===== src/rtl/mc_control_sequencer.sv =====
// Multi-cycle control sequencer: steps FETCH -> DECODE -> dispatched instruction states -> FETCH
// and decodes the registered state into datapath control strobes.
module mc_control_sequencer #(
  parameter int unsigned MULT_CYCLES = 4
) (
  input  logic       i_clk,
  input  logic       i_rst_n,
  input  logic [7:0] i_dispatch,
  input  logic       i_mem_ready,
  output logic [7:0] o_state,
  output logic       o_mem_read,
  output logic       o_iord,
  output logic       o_ir_write,
  output logic       o_pc_write,
  output logic       o_pc_write_cond,
  output logic       o_branch_type,
  output logic [1:0] o_pc_source,
  output logic       o_alu_src_a,
  output logic [1:0] o_alu_src_b,
  output logic [2:0] o_alu_op,
  output logic       o_reg_write,
  output logic [1:0] o_reg_dst,
  output logic [1:0] o_mem_to_reg,
  output logic       o_hilo_write,
  output logic       o_illegal
);

  typedef enum logic [7:0] {
    StFetch  = 8'd0,  StDecode = 8'd1,
    StSrav   = 8'd2,  StSravWb = 8'd3,  StAddi = 8'd4,  StAddiWb = 8'd5,
    StNor    = 8'd6,  StNorWb  = 8'd7,  StXori = 8'd8,  StXoriWb = 8'd9,
    StSlt    = 8'd10, StSltWb  = 8'd11, StSlti = 8'd12, StSltiWb = 8'd13,
    StBeq    = 8'd14, StBgtz   = 8'd16, StJal  = 8'd18, StMult   = 8'd20,
    StMflo   = 8'd22, StMfloWb = 8'd23, StJr   = 8'd24, StError  = 8'hFF
  } state_e;

  localparam logic [2:0] AluAdd  = 3'b000;
  localparam logic [2:0] AluSub  = 3'b001;
  localparam logic [2:0] AluSrav = 3'b010;
  localparam logic [2:0] AluNor  = 3'b011;
  localparam logic [2:0] AluXor  = 3'b100;
  localparam logic [2:0] AluSlt  = 3'b101;

  localparam logic [7:0] MultLoad = 8'(MULT_CYCLES - 1);

  state_e     state_q, state_d;
  logic [7:0] cnt_q, cnt_d;
  logic       ir_write, pc_write, pc_write_cond, reg_write, hilo_write;

  always_ff @(posedge i_clk or negedge i_rst_n) begin
    if (!i_rst_n) begin
      state_q <= StFetch;
      cnt_q   <= 8'd0;
    end else begin
      state_q <= state_d;
      cnt_q   <= cnt_d;
    end
  end

  always_comb begin
    state_d       = state_q;
    cnt_d         = cnt_q;
    o_mem_read    = 1'b0;
    ir_write      = 1'b0;
    pc_write      = 1'b0;
    pc_write_cond = 1'b0;
    o_branch_type = 1'b0;
    o_pc_source   = 2'b00;
    o_alu_src_a   = 1'b0;
    o_alu_src_b   = 2'b00;
    o_alu_op      = AluAdd;
    reg_write     = 1'b0;
    o_reg_dst     = 2'b00;
    o_mem_to_reg  = 2'b00;
    hilo_write    = 1'b0;
    o_illegal     = 1'b0;
    case (state_q)
      StFetch: begin
        o_mem_read  = 1'b1;
        o_alu_src_b = 2'b01;
        if (i_mem_ready) begin
          ir_write = 1'b1;
          pc_write = 1'b1;
          state_d  = StDecode;
        end
      end
      StDecode: begin
        o_alu_src_b = 2'b11;
        // Preloaded every DECODE; only observed once MULT is entered.
        cnt_d       = MultLoad;
        case (i_dispatch)
          8'd2, 8'd4, 8'd6, 8'd8, 8'd10, 8'd12,
          8'd14, 8'd16, 8'd18, 8'd20, 8'd22, 8'd24: state_d = state_e'(i_dispatch);
          default: state_d = StError;
        endcase
      end
      StSrav: begin
        o_alu_src_a = 1'b1;
        o_alu_op    = AluSrav;
        state_d     = StSravWb;
      end
      StNor: begin
        o_alu_src_a = 1'b1;
        o_alu_op    = AluNor;
        state_d     = StNorWb;
      end
      StSlt: begin
        o_alu_src_a = 1'b1;
        o_alu_op    = AluSlt;
        state_d     = StSltWb;
      end
      StAddi, StXori, StSlti: begin
        o_alu_src_a = 1'b1;
        o_alu_src_b = 2'b10;
        o_alu_op    = (state_q == StAddi) ? AluAdd : (state_q == StXori) ? AluXor : AluSlt;
        state_d     = (state_q == StAddi) ? StAddiWb : (state_q == StXori) ? StXoriWb : StSltiWb;
      end
      StSravWb, StNorWb, StSltWb: begin
        reg_write = 1'b1;
        o_reg_dst = 2'b01;
        state_d   = StFetch;
      end
      StAddiWb, StXoriWb, StSltiWb: begin
        reg_write = 1'b1;
        state_d   = StFetch;
      end
      StBeq, StBgtz: begin
        o_alu_src_a   = 1'b1;
        o_alu_op      = AluSub;
        pc_write_cond = 1'b1;
        o_branch_type = (state_q == StBgtz);
        o_pc_source   = 2'b01;
        state_d       = StFetch;
      end
      StJal: begin
        pc_write     = 1'b1;
        o_pc_source  = 2'b10;
        reg_write    = 1'b1;
        o_reg_dst    = 2'b10;
        o_mem_to_reg = 2'b10;
        state_d      = StFetch;
      end
      StJr: begin
        pc_write    = 1'b1;
        o_pc_source = 2'b11;
        state_d     = StFetch;
      end
      StMult: begin
        if (cnt_q == 8'd0) begin
          hilo_write = 1'b1;
          state_d    = StFetch;
        end else begin
          cnt_d = cnt_q - 8'd1;
        end
      end
      StMflo: state_d = StMfloWb;
      StMfloWb: begin
        reg_write    = 1'b1;
        o_reg_dst    = 2'b01;
        o_mem_to_reg = 2'b11;
        state_d      = StFetch;
      end
      StError: o_illegal = 1'b1;
      default: state_d = StError;
    endcase
  end

  // Enables are forced low for the whole time reset is held, not just after the state clears.
  assign o_ir_write      = ir_write & i_rst_n;
  assign o_pc_write      = pc_write & i_rst_n;
  assign o_pc_write_cond = pc_write_cond & i_rst_n;
  assign o_reg_write     = reg_write & i_rst_n;
  assign o_hilo_write    = hilo_write & i_rst_n;
  assign o_iord          = 1'b0;
  assign o_state         = state_q;

endmodule


===== config.mk =====
export PLATFORM = sky130hd
export DESIGN_NAME = mc_control_sequencer
export DESIGN_NICKNAME = d
export VERILOG_FILES = /design/src/rtl/mc_control_sequencer.sv
export SDC_FILE = /design/constraint.sdc
export NUM_CORES = 1
export LEC_CHECK = 0
export CAP_MARGIN = 10
export CORE_MARGIN = 3
export CORE_UTILIZATION = 56
export DETAILED_ROUTE_END_ITERATION = 8
export DONT_BUFFER_PORTS = 1
export PLACE_DENSITY = 0.74
export SYNTH_ARGS = -nofsm -noshare
export SYNTH_HDL_FRONTEND = slang
export SYNTH_SLANG_ARGS = --single-unit

===== constraint.sdc =====
create_clock -name i_clk -period 1.8 [get_ports i_clk]
set_clock_uncertainty 0.1 [all_clocks]
set_input_delay 0.27 -clock i_clk [delete_from_list [all_inputs] [get_ports i_clk]]
set_output_delay 0.27 -clock i_clk [all_outputs]
set_load 0.01 [all_outputs]

==> impl_metrics.yaml, run 1 <==
status:
  status: "stopped before the end"
  haltStage: "5_1_grt"
  stop_error: "[ERROR DPL-0038] Utilization greater than 100%, impossible to legalize"
clocking:
  cts_made_buffers: 3
  cts_root_buf: "clkbuf_4"
  clock_path_buffers: 2
  cts_max_level: 1
  clock-sinks: 16
floorplan:
  die_h_um: 53.88
  rows: 16
  io_pins: 40
  start_util: 0.6226
  die_x_um: 53.88
placed_design:
  place_congestion: 0.8416
  dp_hpwl_um: 2803
  io_buffers: 0
global_routing:
  grt_max_degree: 22
logic_synthesis:
  synth.avg_cell_area_um2: 7.464
  yosys_warnings: 0
  ys_types: 45
  synth_nets: 184
  postSynthCellCount: 172
  ys_ff_latch: 16
  yosysSeqAreaShare: 0.3119
  async_flop_share: 1.000
  synthFlopType: "dfrtp_1"
  syn_area_um2: 1284
  synth-edff-count: 0
sta:
  worst-ep-kind: "top-level output"
  crit_endpoint: "o_pc_write"
[cell families after synthesis]
logic type      after synthesis  share of synthesized area
mux                           8                    0.06335
simple gates                 89                     0.3635
fa+ha+maj                     1                   0.009745
flops                        16                     0.3119
other cells                   1                   0.002921
xor+xnor                      2                    0.01365
buf+inv                      22                    0.07017
compound gates               33                     0.1647
[metrics by stage]
step           cell area [µm²]  worst slack [ns]  instances    util
3_3_place_gp              1613          -0.03629        227  0.7822
4_1_cts                   1896           -0.3093        240  0.9193
2_1_floorplan             1343           -0.1221        172       -
3_5_place_dp              1613          -0.04640        227  0.7822
[cells in the mapped netlist, drive strengths merged (2+ instances only)]
cell | count | area (µm²)
inv | 8 | 30.03
xor2 | 2 | 17.52
o21a | 2 | 15.01
nor4 | 5 | 31.28
buf | 5 | 26.27
nor2 | 15 | 56.30
clkbuf | 9 | 33.78
nand3 | 5 | 25.02
a21oi | 12 | 60.06
nand2 | 21 | 78.83
and3 | 5 | 31.28
nand4 | 7 | 43.79
a31oi | 2 | 12.51
nand2b | 2 | 12.51
o21ai | 6 | 30.02
dfrtp | 16 | 400.4
or3 | 4 | 25.02
a22o | 2 | 17.52
or4 | 4 | 33.78
mux2i | 7 | 70.07
nor3 | 14 | 75.07
[repair_timing]
item	CTS
gates resized for setup	36
hold buffers	1
endpoints found under the setup margin	28
cloned	0
pin swaps	10
buffers inserted	8
endpoints found under the hold margin	16
==> inputs of run 2 (changes only) <==
--- a/config.mk
+++ b/config.mk
@@ -6,11 +6,11 @@
 export NUM_CORES = 1
 export LEC_CHECK = 0
 export CAP_MARGIN = 10
-export CORE_MARGIN = 3
-export CORE_UTILIZATION = 56
+export CORE_AREA = 3 3 64 66
 export DETAILED_ROUTE_END_ITERATION = 8
+export DIE_AREA = 0 0 67 69
 export DONT_BUFFER_PORTS = 1
-export PLACE_DENSITY = 0.74
+export PLACE_DENSITY_LB_ADDON = 0.15
 export SYNTH_ARGS = -nofsm -noshare
 export SYNTH_HDL_FRONTEND = slang
 export SYNTH_SLANG_ARGS = --single-unit
==> constraint.sdc (replaced) <==
create_clock -name i_clk -period 2.3 [get_ports i_clk]
set_clock_uncertainty 0.1 [all_clocks]
set_input_delay 0.345 -clock i_clk [delete_from_list [all_inputs] [get_ports i_clk]]
set_output_delay 0.345 -clock i_clk [all_outputs]
set_load 0.01 [all_outputs]
==> run 2 against run 1 <==
Effect of this change: the run now ends clean; area after synthesis did not move; synthesized cell count did not move.
==> impl_metrics.yaml, run 2 <==
detailed_routing:
  vias: 1318
  drc: 0
  ant_nets: 0
  drt_iter0_markers: 85
  vias_per_cell: 5.858
  drt-wirelength-per-cell_um: 16.54
  drt_pass1_iterations: 4
  routed_wl_um: 3722
placed_design:
  io_buffers: 0
  place_inst: 220
  place_congestion: 0.7892
  dp_hpwl_um: 2723
critical_path:
  critPathCaptureType: "primary output"
  r2r_slack_ns: 0.39
  critical_path_depth: 4
  critical-path-slowest-cell: "or3_1"
  cp_data_arrival_time_ns: 1.80
  cp_slowest_stage_delay_ns: 0.44
  path_max_fanout: 14
  reg2reg_from: "cnt_q[2]"
  critPathLaunch: "o_state[1]"
  cp_num_buf_inv: 2
  cp.required_ns: 1.86
  worstRegToRegCells: 4
  start_kind: "flip-flop"
  crit_end: "o_pc_source[0]"
  critical_path_class: "reg -> out"
  worst_path_dominant_cell_family: "simple AND/OR/NAND/NOR gates"
  crit_chain: "buf_4, inv_1, or3_1, a21oi_1"
  rr_endpoint: "o_state[0]"
clocking:
  cts_tree: "built"
  clock_path_buffers: 2
  cts_root_buf: "clkbuf_8"
  cts_max_level: 1
  cts_made_buffers: 3
  clock_latency_ns: 0.25
  clkTransAtPathRegs_ns: 0.07
  clock-sinks: 16
sta:
  grt_setup_unrepaired: "yes"
  slew_viol_final: 0
  setup_viol: 0
  slew_headroom: 0.5002
  worst_pin_slew_ns: 0.7472
  hold_violations: 0
  fmax_ghz: 0.4457
  fin_crit_sh: 0.9755
  min_period_ns: 2.244
logic_synthesis:
  synthFlopType: "dfrtp_1"
  yosys-top-cells-area: "dfrtp_1, nand2_1, mux2i_1"
  postSynthCellCount: 172
  synth.largest_area_cell: "dfrtp_1"
  async_flop_share: 1.000
  synth_top_area_frac: 0.3119
  yosysSeqAreaShare: 0.3119
  yosys-top-cells-count: "nand2_1, dfrtp_1, nor2_1"
  yosys_warnings: 0
  ys_ff_latch: 16
  synth-edff-count: 0
  syn_area_um2: 1284
  synth.avg_cell_area_um2: 7.464
  synth_nets: 184
  yosys.cell_count.top_type: "nand2_1"
  ys_types: 45
global_routing:
  grt_pass1_wl_um: 5892
  grt_pass1_vias: 1210
  antenna_found_initial: 0
  grt_usage: 0.1626
  gr-total-overflow: 0
  grt_max_degree: 22
worst_hold_path:
  worstHoldPathType: "in -> reg"
status:
  status: "complete, no violations"
finish:
  finalNetCount: 190
  regArea_um2: 400.4
  final_common_cell: "nand2_1"
  fin_cells: 225
  n_fill_cell: 383
  final_cell_mix: "nand2_1, dfrtp_1, nor2_1, buf_4, nor3_1"
  diodes: 0
  fin_util: 0.4156
  drive_gt1_frac: 0.1864
  area_growth_pct: 17.64
  multi_input_area_um2: 849.6
floorplan:
  die-area_um2: 4623
  start_util: 0.3533
  die_x_um: 67
  io_pins: 40
  coreArea_um2: 3633
  rows: 22
  die_h_um: 69
pwr:
  p_leak_uw: 0.0006377
  powerDensity_nw_per_um2: 365.0
  vdd_ir_drop_max_mv: 0.2378
flow_run:
  cap_viol_max_count: 0
run 2: cell counts after synthesis:
Identical to the previous run, type by type.
run 2: repair_timing:
item                                    CTS  global route
resized for setup                         1            11
hold buffers                              1             0
endpoints found under the setup margin    2             9
setup buffers                             0             0
hold endpoints to repair                 16             0
pin swaps                                 0             0
run 2: routing by layer:
metal / wire, µm / global-route usage / part of all wire
met5: 0 / 0 / 0
met4: 44 / 0.05405 / 0.012
met3: 284 / 0.04072 / 0.076
met2: 1714 / 0.2424 / 0.46
met1: 1678 / 0.2264 / 0.45
run 2: worst reg2reg max path, cell delays in order (launching register included):
cell	delay (ns)
dfrtp_1	0.44
nor4_2	0.41
nand3_1	0.36
a22o_1	0.31
a31oi_1	0.19
run 2: how the worst min path moves through the flow:
stage                        from    endpoint  depth (start not counted)
floorplan                 i_rst_n    cnt_q[0]                          0
global placement          i_rst_n  o_state[1]                          0
detailed placement        i_rst_n    cnt_q[4]                          0
CTS                 i_dispatch[3]  o_state[3]                          2
global route        i_dispatch[3]  o_state[3]                          2
finish              i_dispatch[3]  o_state[3]                          2
run 2: per-stage QoR:
| stage | setup WS [ns] | TNS (ns) | cell area (µm²) | total power, µW | hold WS (ns) |
|---|---|---|---|---|---|
| 6_report | 0.05641 | 0 | 1510 | 551.2 | 0.1614 |
| 5_1_grt | -0.03196 | -0.03196 | 1510 | 576.6 | 0.1719 |
| 2_1_floorplan | 0.09325 | 0 | 1284 | 294.1 | -0.05059 |
| 3_3_place_gp | 0.2559 | 0 | 1389 | 293.5 | -0.04994 |
| 4_1_cts | 0.002894 | 0 | 1458 | 555.7 | 0.1623 |
| 3_5_place_dp | 0.2070 | 0 | 1389 | 293.6 | -0.04993 |
run 2: final cells by class:
type	instances	share of cell area
multi-input combinational	134	0.5626
sequential	16	0.2651
timing repair buffer	15	0.07622
tap	48	0.03977
clock buffer	4	0.03645
inverter	8	0.01988
run 2: kinds of logic after synthesis:
logic type / after synthesis / share of synthesized area
AOI/OAI and AO/OA: 33 / 0.1647
xor gates and xnor gates: 2 / 0.01365
adders and majority gates: 1 / 0.009745
buffers and inverters: 22 / 0.07017
DFF: 16 / 0.3119
muxes: 8 / 0.06335
other: 1 / 0.002921
and+or+nand+nor: 89 / 0.3635
run 2: report_power, final:
group          internal, µW  switching (µW)
sequential              281               0
clock                   152             104
combinational          5.04            8.58
total                   438             113
Power figures use the tool's default switching activity.
